### src/rtl/cnn_pkg.sv
// rtl/cnn_pkg.sv - shared feature word/vector types and deserializer FSM states
package cnn_pkg;

    localparam int FEATURE_WIDTH  = 16;
    localparam int FEATURES_DEPTH = 6;
    localparam int IDX_W          = (FEATURES_DEPTH > 1) ? $clog2(FEATURES_DEPTH) : 1;

    typedef logic signed [FEATURE_WIDTH-1:0] feature_t;
    typedef feature_t [0:FEATURES_DEPTH-1]   feature_vec_t;

    typedef enum logic {
        FILL  = 1'b0,
        STALL = 1'b1
    } state_e;

endpackage

### src/rtl/pin_deserializer.sv
// rtl/pin_deserializer.sv - assembles narrow pin words into parallel feature vectors
module pin_deserializer
    import cnn_pkg::*;
(
    input  logic     clk,
    input  logic     rst_n,
    input  logic     pin_valid,
    input  feature_t pin_data,
    input  logic     pin_last,
    output logic     pin_ready,
    output logic     features_valid,
    output feature_t features_out [0:FEATURES_DEPTH-1],
    input  logic     features_ready,
    output logic     short_frame
);

    state_e       state_q, state_d;
    logic [IDX_W-1:0] idx_q, idx_d;
    feature_vec_t asm_q, asm_d;
    feature_vec_t out_q, out_d;
    logic         fvalid_q, fvalid_d;
    logic         held_short_q, held_short_d;
    logic         short_q, short_d;

    feature_vec_t cand_vec;
    logic         beat;
    logic         last_lane;
    logic         done;
    logic         is_short;
    logic         out_free;

    // Ready depends only on registered state, so no path from features_ready.
    assign pin_ready      = (state_q == FILL);
    assign features_valid = fvalid_q;
    assign short_frame    = short_q;

    for (genvar g = 0; g < FEATURES_DEPTH; g++) begin : g_out
        assign features_out[g] = out_q[g];
    end

    assign beat      = pin_valid & pin_ready;
    assign last_lane = (idx_q == IDX_W'(FEATURES_DEPTH - 1));
    assign done      = beat & (last_lane | pin_last);
    assign is_short  = pin_last & ~last_lane;
    assign out_free  = ~fvalid_q | features_ready;

    // Current assembly with the incoming word at idx and all higher lanes cleared.
    always_comb begin
        cand_vec = '0;
        for (int j = 0; j < FEATURES_DEPTH; j++) begin
            if (j < int'(idx_q)) begin
                cand_vec[j] = asm_q[j];
            end else if (j == int'(idx_q)) begin
                cand_vec[j] = pin_data;
            end else begin
                cand_vec[j] = '0;
            end
        end
    end

    always_comb begin
        state_d      = state_q;
        idx_d        = idx_q;
        asm_d        = asm_q;
        out_d        = out_q;
        fvalid_d     = fvalid_q;
        held_short_d = held_short_q;
        short_d      = 1'b0;

        case (state_q)
            FILL: begin
                if (fvalid_q && features_ready) begin
                    fvalid_d = 1'b0;
                end
                if (beat) begin
                    asm_d = cand_vec;
                    idx_d = done ? '0 : idx_q + 1'b1;
                end
                if (done) begin
                    if (out_free) begin
                        out_d    = cand_vec;
                        fvalid_d = 1'b1;
                        short_d  = is_short;
                    end else begin
                        held_short_d = is_short;
                        state_d      = STALL;
                    end
                end
            end
            STALL: begin
                if (features_ready && fvalid_q) begin
                    out_d    = asm_q;
                    fvalid_d = 1'b1;
                    short_d  = held_short_q;
                    idx_d    = '0;
                    state_d  = FILL;
                end
            end
            default: begin
                state_d = FILL;
                idx_d   = '0;
            end
        endcase
    end

    always_ff @(posedge clk or negedge rst_n) begin
        if (!rst_n) begin
            state_q      <= FILL;
            idx_q        <= '0;
            asm_q        <= '0;
            out_q        <= '0;
            fvalid_q     <= 1'b0;
            held_short_q <= 1'b0;
            short_q      <= 1'b0;
        end else begin
            state_q      <= state_d;
            idx_q        <= idx_d;
            asm_q        <= asm_d;
            out_q        <= out_d;
            fvalid_q     <= fvalid_d;
            held_short_q <= held_short_d;
            short_q      <= short_d;
        end
    end

endmodule

### config.mk
export PLATFORM = sky130hd
export DESIGN_NAME = pin_deserializer
export DESIGN_NICKNAME = d
export VERILOG_FILES = /design/src/rtl/cnn_pkg.sv /design/src/rtl/pin_deserializer.sv
export SDC_FILE = /design/constraint.sdc
export NUM_CORES = 1
export LEC_CHECK = 0
export CAP_MARGIN = 20
export CORE_ASPECT_RATIO = 0.6
export CORE_UTILIZATION = 35
export DETAILED_ROUTE_END_ITERATION = 8
export GPL_TIMING_DRIVEN = 0
export PLACE_DENSITY = 0.57
export SLEW_MARGIN = 15
export SYNTH_ARGS = -nofsm -noshare
export SYNTH_HDL_FRONTEND = slang
export SYNTH_SLANG_ARGS = --single-unit
### constraint.sdc
create_clock -name clk -period 2.15 [get_ports clk]
set_input_delay 0.43 -clock clk [delete_from_list [all_inputs] [get_ports clk]]
set_output_delay 0.43 -clock clk [all_outputs]
set_load 0.03 [all_outputs]
# After elaboration in Yosys (flattened, before gate mapping)

Index checks and enable logic that the tools add are counted.

Register bits after elaboration: 199
Bits in latches: 0
Bits in writable memories: 0
Bits in read-only memories: 0
Output and inout bits: 99
Logic and storage cells: 82
Memories kept: 0

$add $sub $neg: 1
Multipliers: 0
Div/mod/pow operators: 0
Order comparisons: 6
Equality and inequality tests: 10
Shift-type cells: 0
Muxes and demuxes: 33
Bitwise operators: 9
Reduce and logical (&&, ||, !) cells: 6

Operators by type and width:

| kind                                                      | count |
|---|---|
| 2-to-1 mux 96 bit                                         | 3 |
| 2-to-1 mux 16 bit                                         | 12 |
| case mux 96 bit (2 select lines)                          | 1 |
| equality test 3 bit, first input constant                 | 4 |
| 2-to-1 mux 1 bit                                          | 10 |
| 2-to-1 mux 3 bit                                          | 3 |
| inequality test 2 x 1 -> 1 bit, second input constant     | 4 |
| less-than comparator 1 x 3 -> 1 bit, first input constant | 2 |
| less-than comparator 2 x 3 -> 1 bit, first input constant | 2 |
| less-than comparator 3 bit, first input constant          | 2 |
| case mux 1 bit (2 select lines)                           | 3 |
| case mux 3 bit (2 select lines)                           | 1 |
| AND reduction 3 bit                                       | 2 |
| inverter 1 bit                                            | 4 |
| AND reduction 2 bit                                       | 2 |
| adder 3 x 1 -> 3 bit, second input constant               | 1 |
| bitwise AND 1 bit                                         | 3 |
| equality test 2 x 3 -> 1 bit, first input constant        | 1 |
| equality test 3 bit, second input constant                | 1 |
| logical NOT 3 bit                                         | 1 |
| bitwise OR 1 bit                                          | 2 |
| logical AND 1 bit                                         | 1 |

# Longest topological paths before layout

Gate-level depths: netlist of the first run.

Depth in word-level cells: 6
Depth in mapped cells: 9
Mapped depth without buffers: 5

# Least setup slack after synthesis of the first run

No wires, ideal clock.

Path type: register to register
From: register idx_q[1]
To: register out_q (netlist bit features_out[86])
Data arrival time: 1.931 ns
Required time: 2.025 ns
Slack: 0.094 ns
Stages on the path, launching flop included: 6
Buffers on the path: 2
Clock period less this slack: 2.056 ns
Cell sequence: dfrtp_1 > buf_4 > nor4_4 > buf_4 > mux2_2 > mux2_2

Word-level cells in the longest chain between the ends: 6

RTL lines:

| item                                                                                        | RTL line                | source |
|---|---|---|
| start, declared                                                                             | pin_deserializer.sv:18  | `logic [IDX_W-1:0] idx_q, idx_d;` |
| start signal, assigned                                                                      | pin_deserializer.sv:117 | `idx_q <= idx_d;` |
| parallel branches: the longest is 6 deep, another holds less-than comparator 1 x 3 -> 1 bit | n/a                     |  |
| end signal, assigned                                                                        | pin_deserializer.sv:119 | `out_q <= out_d;` |
| end, declared                                                                               | pin_deserializer.sv:20  | `feature_vec_t out_q, out_d;` |

Parallel ways; which one is timed is not known. The select of a mux whose other input is x is not followed.
A chain may end at the register's enable or synchronous reset.

# Worst setup path in the final report of the first run

From: register idx_q[1]
To: register out_q (netlist bit features_out[54])

Word-level cells in the longest chain between the ends: 6

RTL lines:

| item |
|---|
| parallel branches: the longest is 6 deep, another holds less-than comparator 2 x 3 -> 1 bit |

Parallel ways; which one is timed is not known. The select of a mux whose other input is x is not followed.

==> run summary, run 1 <==
The run finished with clean final reports. Worst setup margin: 52.6 ps. After synthesis the netlist holds a flip-flop and latch count of 199.

The design draws 15.0 mW. The floorplan step set the die height to 129 um. Counting the fill cells in the layout gives 2436.

The count of buffers from port buffering was 119; the net total in the final layout was 932. Of all nets on the critical path, the largest fanout is 10. In the final layout, the share of cells above drive strength 1 is 23.3%. For this run, the total global-route usage over all layers was measured as 19.4%. The cell row count is 45, and the setup clock skew after layout is 9.88 ps.

After detailed routing, the number of remaining DRC violations is 0. In this run the standard cell core region covers 0.0258 mm2. The library cells used most frequently in the layout, excluding fill and tap cells, are sky130_fd_sc_hd__dfrtp_1 (199), sky130_fd_sc_hd__clkdlybuf4s50_1 (115), sky130_fd_sc_hd__mux2_2 (106). The highest metal layer with signal wires was met4. After detailed routing, the number of vias per cell comes to 5.13. The highest clock rate came out at 0.477 GHz. The tools report the routed length on met1 as 13500 um.

The sum of negative setup slack is 0 ps. Data arrives at the worst endpoint at 2430 ps. For the number of inserted diodes, the log shows 0. The logs give 17300 um for the estimated wirelength of the detail-placed design and 4 for the number of H-tree branching levels.

The final-report max-slew violation count is 0. For this block, the via count after detailed routing is 6521. The final hold violation count came out at 0. Internal power comes to 9.35 mW.

The share of total power dissipated in the clock network is 21.4%. The longest clock path from root to sink contains 2 buffers. The width of the die is 213 um.

STA classifies the critical path startpoint as a flip-flop. The number of clock sinks is 199, and the total met3 wirelength after detailed routing is 1150 um. The required time of the critical path is 2480 ps.

The mean routed wirelength per cell was 20.1 um; the power per unit of standard cell area was 1270 mW/mm2. When the netlist entered floorplanning its net count stood at 788. The setup slack of the worst register-to-register path was 50 ps; the count of flip-flops with a built-in enable after synthesis was 0. The routed design could run at a clock period as short as 2100 ps.

The most frequently used flop master after synthesis is sky130_fd_sc_hd__dfrtp_1. Hold timing on the final database bottoms out at a slack of 446 ps. TritonCTS built the clock tree. The number of buffers inserted during clock tree synthesis came out at 17.

Before CTS, the worst setup slack after placement is -764 ps. The most common library cell in the layout ignoring fill and taps is sky130_fd_sc_hd__dfrtp_1. After detailed routing, the total wire length is 25600 um. Net switching is 37.5% of the power. The worst ir drop on vdd is 0.639 mV. Count of unique library cells instantiated by Yosys: 43.

The tools report the worst flop-to-flop path endpoint as features_out[54]. The share of synthesized registers carrying an async set or reset was 100%. Actual slew at the worst max-slew pin: 816 ps.

For the worst flop-to-flop path, the logic depth is 7. The instance area after placement came out at 0.0111 mm2. The tools report the buffer cell driving the clock tree root as sky130_fd_sc_hd__clkbuf_16. Clock latency on the worst-skew pair, taken at its later pin, is 450 ps. After detailed placement, the design holds a cell count of 1235. After technology mapping, the gate count stands at 762. For this run the aggregate overflow at the end of global routing stands at 0. The total number of yosys warnings came out at 0. The pre-antenna-repair detailed-routing pass consisted of 5 iterations. Excluding fillers, the count of instances in the completed layout stands at 1271. In this run the static leakage power is 5.42 nW. The logs give 39200 um for the global-route wire length before repair and 35.6% for the sequential fraction of design power. For the share of synthesized area occupied by flip-flops and latches, the log shows 53.1%. The tools report the launch instance of the worst register-to-register path as idx_q[1].

The floorplan step defined a die boundary enclosing 0.0275 mm2. The relative slew slack was 45.3%; the layout-stage area growth over the synthesis result was 25.4%. Average cell area after synthesis: 12.3 um2. After clock tree synthesis, the clock-pin slew on the worst setup and hold paths is 70 ps. The number of global-route vias before repair was 6344. The tightest min-delay check is of the in2async type. Cells fill 45.6% of the core in the end. The number of DRC violations after detailed-routing iteration 0 was 422; the final number of setup-violating endpoints was 0. The pin count of the biggest net entering global routing is 94, and the net switching power is 5.61 mW. Dividing the final minimum period by the clock period gives 97.6%. Across the run, the number of max-cap violations was 0. The top-level port count was 120; the number of antenna violations at the first check in global routing was 0. The cell area after layout was 0.0118 mm2. STA classifies the critical path endpoint as a flip-flop.

The congestion estimate from routability-driven global placement came to 0.802. The logs give 0.00938 mm2 for the post-synthesis instance area and 10600 um for the met2 wirelength from detailed routing. The worst setup path is of the reg2reg kind. In this run the remaining antenna-violating nets after routing total 0. The initial utilization of the core area, before any placement, comes to 36.4%. Combinational logic burns 43.0% of the power.
==> worst max-delay path, cell delays in order, from the launching register on <==
cell,delay (ps)
sky130_fd_sc_hd__dfrtp_1,390
sky130_fd_sc_hd__buf_4,190
sky130_fd_sc_hd__nand3b_1,250
sky130_fd_sc_hd__a221oi_4,270
sky130_fd_sc_hd__buf_6,180
sky130_fd_sc_hd__buf_8,180
sky130_fd_sc_hd__buf_6,190
sky130_fd_sc_hd__mux2_1,330
==> how the worst max path moves through the flow <==
stage,start,end,slack [ps],cells past startpoint
floorplan,idx_q[1],features_out[86],90,5
global placement,rst_n,features_out[24],-8170,1
detailed placement,pin_valid,features_out[46],-760,6
CTS,idx_q[0],asm_q[29],20,7
global route,idx_q[1],features_out[55],-10,7
finish,idx_q[1],features_out[54],50,7
==> layout make-up <==
type	instances	area (um2)	area share (%)
multi-input cells	480	4010	34.1
well taps	352	440	3.74
clock inverters	10	95.1	0.808
plain buffers	58	360	3.06
flip-flops and latches	199	4980	42.3
repair buffers	129	1320	11.2
clock buffers	22	484	4.12
inverters	21	78.8	0.670
==> sequential cells by signal (all words and copies together) (netlist names) <==
signal,flops
asm_q,96
features_out,96
held_short_q,1
short_frame,1
features_valid,1
idx_q,3
state_q,1
==> synthesized netlist by cell type (2+ instances only) <==
master                       n  area, um2
sky130_fd_sc_hd__clkbuf_1   33        124
sky130_fd_sc_hd__nand3_1     2       10.0
sky130_fd_sc_hd__o21ai_1     3       15.0
sky130_fd_sc_hd__and3_1      2       12.5
sky130_fd_sc_hd__a32o_1     16        160
sky130_fd_sc_hd__a22o_1     34        298
sky130_fd_sc_hd__nor2_1      2       7.51
sky130_fd_sc_hd__buf_6       8       90.1
sky130_fd_sc_hd__nand2_1    67        251
sky130_fd_sc_hd__mux2_1     35        394
sky130_fd_sc_hd__mux2_2    106       1190
sky130_fd_sc_hd__mux2_4     19        285
sky130_fd_sc_hd__o21ai_0    67        335
sky130_fd_sc_hd__and2_1     50        313
sky130_fd_sc_hd__nor2b_1     2       12.5
sky130_fd_sc_hd__a21oi_1     3       15.0
sky130_fd_sc_hd__buf_4       4       30.0
sky130_fd_sc_hd__and3b_1     2       17.5
sky130_fd_sc_hd__ha_1        5       62.6
sky130_fd_sc_hd__nor3b_1    16        120
sky130_fd_sc_hd__a221o_1    16        160
sky130_fd_sc_hd__mux2i_1    16        160
sky130_fd_sc_hd__buf_2      15       75.1
sky130_fd_sc_hd__dfrtp_1   199       4980
sky130_fd_sc_hd__inv_1      21       78.8
sky130_fd_sc_hd__a31oi_1     2       12.5
==> routing by layer <==
metal	vias up	track usage (%)
met5	-	0
met1	3338	30.8
li1	3009	-
met2	148	25.9
met4	0	5.21
met3	26	4.15
==> power groups by stage <==
stage / Combinational, mW / Clock [mW] / Sequential [mW]
floorplan: 3.10 / 0 / 6.31
global placement: 6.25 / 0 / 5.39
detailed placement: 6.30 / 0 / 5.40
CTS: 6.47 / 3.28 / 5.33
global route: 6.91 / 3.43 / 5.45
finish: 6.44 / 3.20 / 5.32
==> kinds of logic after synthesis <==
logic type | count (synthesis) | share of synthesized area, %
flops | 199 | 53.1
mux | 176 | 21.7
simple gates | 154 | 9.03
compound gates | 145 | 11.1
buf+inv | 83 | 4.44
fa+ha+maj | 5 | 0.667
==> what timing repair did <==
action / in CTS / in global routing
endpoints found under the hold margin: 36 / 0
pin swaps: 3 / 1
endpoints found under the setup margin: 121 / 81
buffers inserted: 5 / 2
hold buffers: 1 / 0
gates resized for setup: 25 / 15
Note: power is estimated with default switching activity, not from simulation.
==> run 2: changes to the inputs <==
ABC_AREA = 1   (was unset)
CTS_CLUSTER_DIAMETER = 80   (was unset)
MAX_ROUTING_LAYER = met4   (was unset)
PLACE_DENSITY = 0.56   (was 0.57)
==> run 2 against run 1 <==
Global-route usage up 4.6 points; clock power is 2% higher; final area rose by 9.2%; die area increased by 11%; synthesized cell count grew 97%; utilization down 1.3 points; cell count rose by 61%; count of clock-buffer cells in the layout down 2; clock skew increased by 1.9 ps; synthesized area grew 11%; sequential share of layout area is 3.6 points lower.
==> run summary, run 2 <==
The run finished with clean final reports. Setup repair after global routing left no endpoint under its margin. The top cell type by area accounts for 47.8% of the synthesized area. Number of inserted diodes: 0. Yosys attributes the largest share of cell area to sky130_fd_sc_hd__dfrtp_1 (48%), sky130_fd_sc_hd__nand2_1 (30%), sky130_fd_sc_hd__nand3_1 (10%). The floorplan step set the die width to 225 um. For the core area, the log shows 0.0290 mm2.

Of all cell types, the one taking the most synthesized area is sky130_fd_sc_hd__dfrtp_1. The number of global-route vias before repair was 9684; the clock tree buffer depth was 2. The share of the Yosys chip area taken by registers is 47.8%. In this run, the number of DRC markers left after iteration 0 of detailed routing was 1006.

The worst setup path is of the reg2out kind. After detailed routing, the number of remaining DRC violations is 0. The run gives 79 as the pin count of the biggest net entering global routing. The Yosys step of the flow raised 0 warnings. The run gives 0 as the final number of setup-violating endpoints.

Using the TritonRoute via totals, the vias-per-cell ratio works out to 4.99. The smallest clock period supported by the final layout is computed as 2070 ps. The run gives 10200 as the total vias in the final route. Global routing used 24.0% of the available tracks. By count the netlist is led by sky130_fd_sc_hd__nand2_1 (843), sky130_fd_sc_hd__nand3_1 (212), sky130_fd_sc_hd__dfrtp_1 (199).

The library cell used most frequently in the layout, excluding fill and tap cells, is sky130_fd_sc_hd__nand2_1. Data arrives at the worst endpoint at 1640 ps. The die outline height is 136 um, and the effective utilization at floorplan is 35.9%. The logs give 460 ps for the clock latency reported for the late side of the worst-skew pair and 1720 ps for the required time of the critical path.

The net total in the final layout was 1665; the post-synth net total was 1528. Final-report max-slew violation count: 0. For the final routed database, the setup TNS stands at 0 ps. The count of buffers from port buffering is 119, and the final hold slack is 473 ps. The class of the tightest hold or removal check is reg2reg. The tools report the estimated wirelength of the detail-placed design as 24300 um. For this design the ratio of total power to cell area is 1420 mW/mm2. The initialized floorplan defines 48 standard-cell rows. Counting tap cells, the placed design contains a total of 2023 instances. The tools report the final hold violation count as 0.

The actual slew at the worst max-slew pin is 743 ps, and the number of H-tree branching levels is 4. The first global-routing pass estimated 54300 um of wire. Mean routed wirelength per cell: 16.6 um. The post-CTS clock slew at the launch and capture registers of the worst setup and hold paths works out to 70 ps. Counting every instance in the synthesized netlist gives 1502.

In the finished design, the share of the clock period the worst path needs comes to 96.5%. The routed design has 34000 um of wire. The worst pin sits at a relative slew slack of 50.5%. The cell sitting at the root of the clock tree is a sky130_fd_sc_hd__clkbuf_16.

The netlist uses 20 different library cells. The tools report the startpoint kind of the worst setup timing path as a flip-flop. Yosys instantiated no cell more often than sky130_fd_sc_hd__nand2_1.

Yosys mapped a number of flops with a built-in enable equal to 0. The layout-stage area growth over the synthesis result came out at 23.2%. The share of post-route cells with drive strength above 1 was 6.48%; the average cell area after synthesis was 6.94 um2. The tree built by TritonCTS fans out to 199 sinks. Nature of the critical path endpoint: an output pin. In this run the worst path has a maximum fanout of 19. In the layout the commonest cells are sky130_fd_sc_hd__nand2_1 (843), sky130_fd_sc_hd__nand3_1 (212), sky130_fd_sc_hd__dfrtp_1 (199).

The synthesis-stage register bit count was 199; the post-synthesis instance area was 0.0104 mm2. The worst-case IR drop observed on VDD is 0.572 mV. The residual antenna-violating net count after detailed routing was 0; the setup clock skew after layout was 11.8 ps.

For this run the aggregate overflow at the end of global routing stands at 0. The area enclosed by the die boundary was 0.0305 mm2; the number of buffers inserted during clock tree synthesis was 17. Number of antenna violations at the first check in global routing: 1.

TritonCTS built the clock tree. Static timing analysis puts the maximum clock frequency at 0.482 GHz. The tool flagged a number of max-cap violations equal to 0. Among all flip-flop cells after synthesis, the most frequent one is sky130_fd_sc_hd__dfrtp_1. The run gives 0.891 as the last weighted congestion value of the routability-driven placer. For the leakage power of the design, the log shows 6.92 nW. The share of synthesized registers carrying an async set or reset works out to 100%. In this run the count of I/O pins placed on the die edge is 120.

The first detailed-routing pass took 5 iterations. The number of non-filler instances in the completed layout came out at 2052.
==> run 2: cell types whose count changed in the layout (fill, tap and decap cells not counted), moves of 17 or more <==
cell,before,now
sky130_fd_sc_hd__and2_1,50,0
sky130_fd_sc_hd__buf_2,11,36
sky130_fd_sc_hd__o21ai_0,67,49
sky130_fd_sc_hd__mux2_2,106,0
sky130_fd_sc_hd__a22o_1,34,0
sky130_fd_sc_hd__nand4_1,0,17
sky130_fd_sc_hd__nand3_1,2,212
sky130_fd_sc_hd__inv_1,20,54
sky130_fd_sc_hd__mux2_4,19,0
sky130_fd_sc_hd__nand2_1,67,843
sky130_fd_sc_hd__mux2_1,35,0
==> run 2: layout make-up <==
| cell class | instances | area [um2] |
|---|---|---|
| sequential | 199 | 4980 |
| clock buffer | 20 | 447 |
| timing repair buffer | 125 | 1280 |
| tap | 400 | 500 |
| inverter | 60 | 233 |
| multi-input combinational | 1143 | 4760 |
| fill | 2935 | 16200 |
| clock inverter | 12 | 128 |
| buffer | 93 | 512 |
==> run 2: worst paths after layout <==
path                                        from          endpoint  slack, ps  cells after the start
worst max-delay path                     state_q         pin_ready         80                      4
worst min-delay path            features_out[33]  features_out[33]        470                      2
worst max register to register           state_q  features_out[55]        130                     11
worst min register to register  features_out[33]  features_out[33]        470                      2
max in group asynchronous                  rst_n         asm_q[24]        520                      4
min in group asynchronous                  rst_n  features_out[40]        500                      2
==> run 2: what timing repair did <==
action,in CTS,in global routing
gates resized for setup,23,11
endpoints found under the hold margin,62,0
hold buffers,1,0
setup endpoints to repair,125,63
buffers inserted,0,3
==> run 2: where the power goes <==
group	switching (mW)	internal (mW)	leakage [nW]
sequential	0.661	4.89	2.66
clock	1.54	1.74	0.284
combinational	6.34	3.06	3.98
total	8.53	9.69	6.92
==> run 2: per-stage QoR <==
step	setup WS, ps	power, mW	cell area [um2]	utilization (%)
2_1_floorplan	54.0	11.5	10400	-
3_3_place_gp	-8390	14.6	12100	41.8
3_5_place_dp	-540	14.8	12200	42.0
4_1_cts	23.7	18.2	12800	44.1
5_1_grt	8.53	19.6	12800	44.3
6_report	76.2	18.2	12800	44.3
==> run 2: layer usage <==
metal | part of all wire (%) | up-vias | track usage [%]
li1 | - | 4986 | -
met1 | 49 | 4839 | 35.6
met2 | 41 | 364 | 32.6
met3 | 7.8 | 48 | 4.77
met4 | 2.0 | 0 | 6.84
met5 | 0 | - | -
==> run 2: logic make-up (layout without fill, tap and decap cells) <==
group / Yosys count / count (layout) / synth area share, %
and+or+nand+nor: 1083 / 1083 / 42.1
DFF: 199 / 199 / 47.8
buffers and inverters: 160 / 310 / 6.72
AOI/OAI and AO/OA: 55 / 55 / 2.80
adders and majority gates: 5 / 5 / 0.600
==> run 2: critical path, cell delays in order (launching register included) <==
cell                              delay (ps)
sky130_fd_sc_hd__dfrtp_1                 360
sky130_fd_sc_hd__buf_2                   190
sky130_fd_sc_hd__inv_2                    90
sky130_fd_sc_hd__buf_6                   210
sky130_fd_sc_hd__clkdlybuf4s15_2         330
==> run 3: changes to the inputs <==
CAP_MARGIN = 30   (was 20)
==> results of run 3 <==
The final DEF is identical to that of run 2; final timing and power are the same.
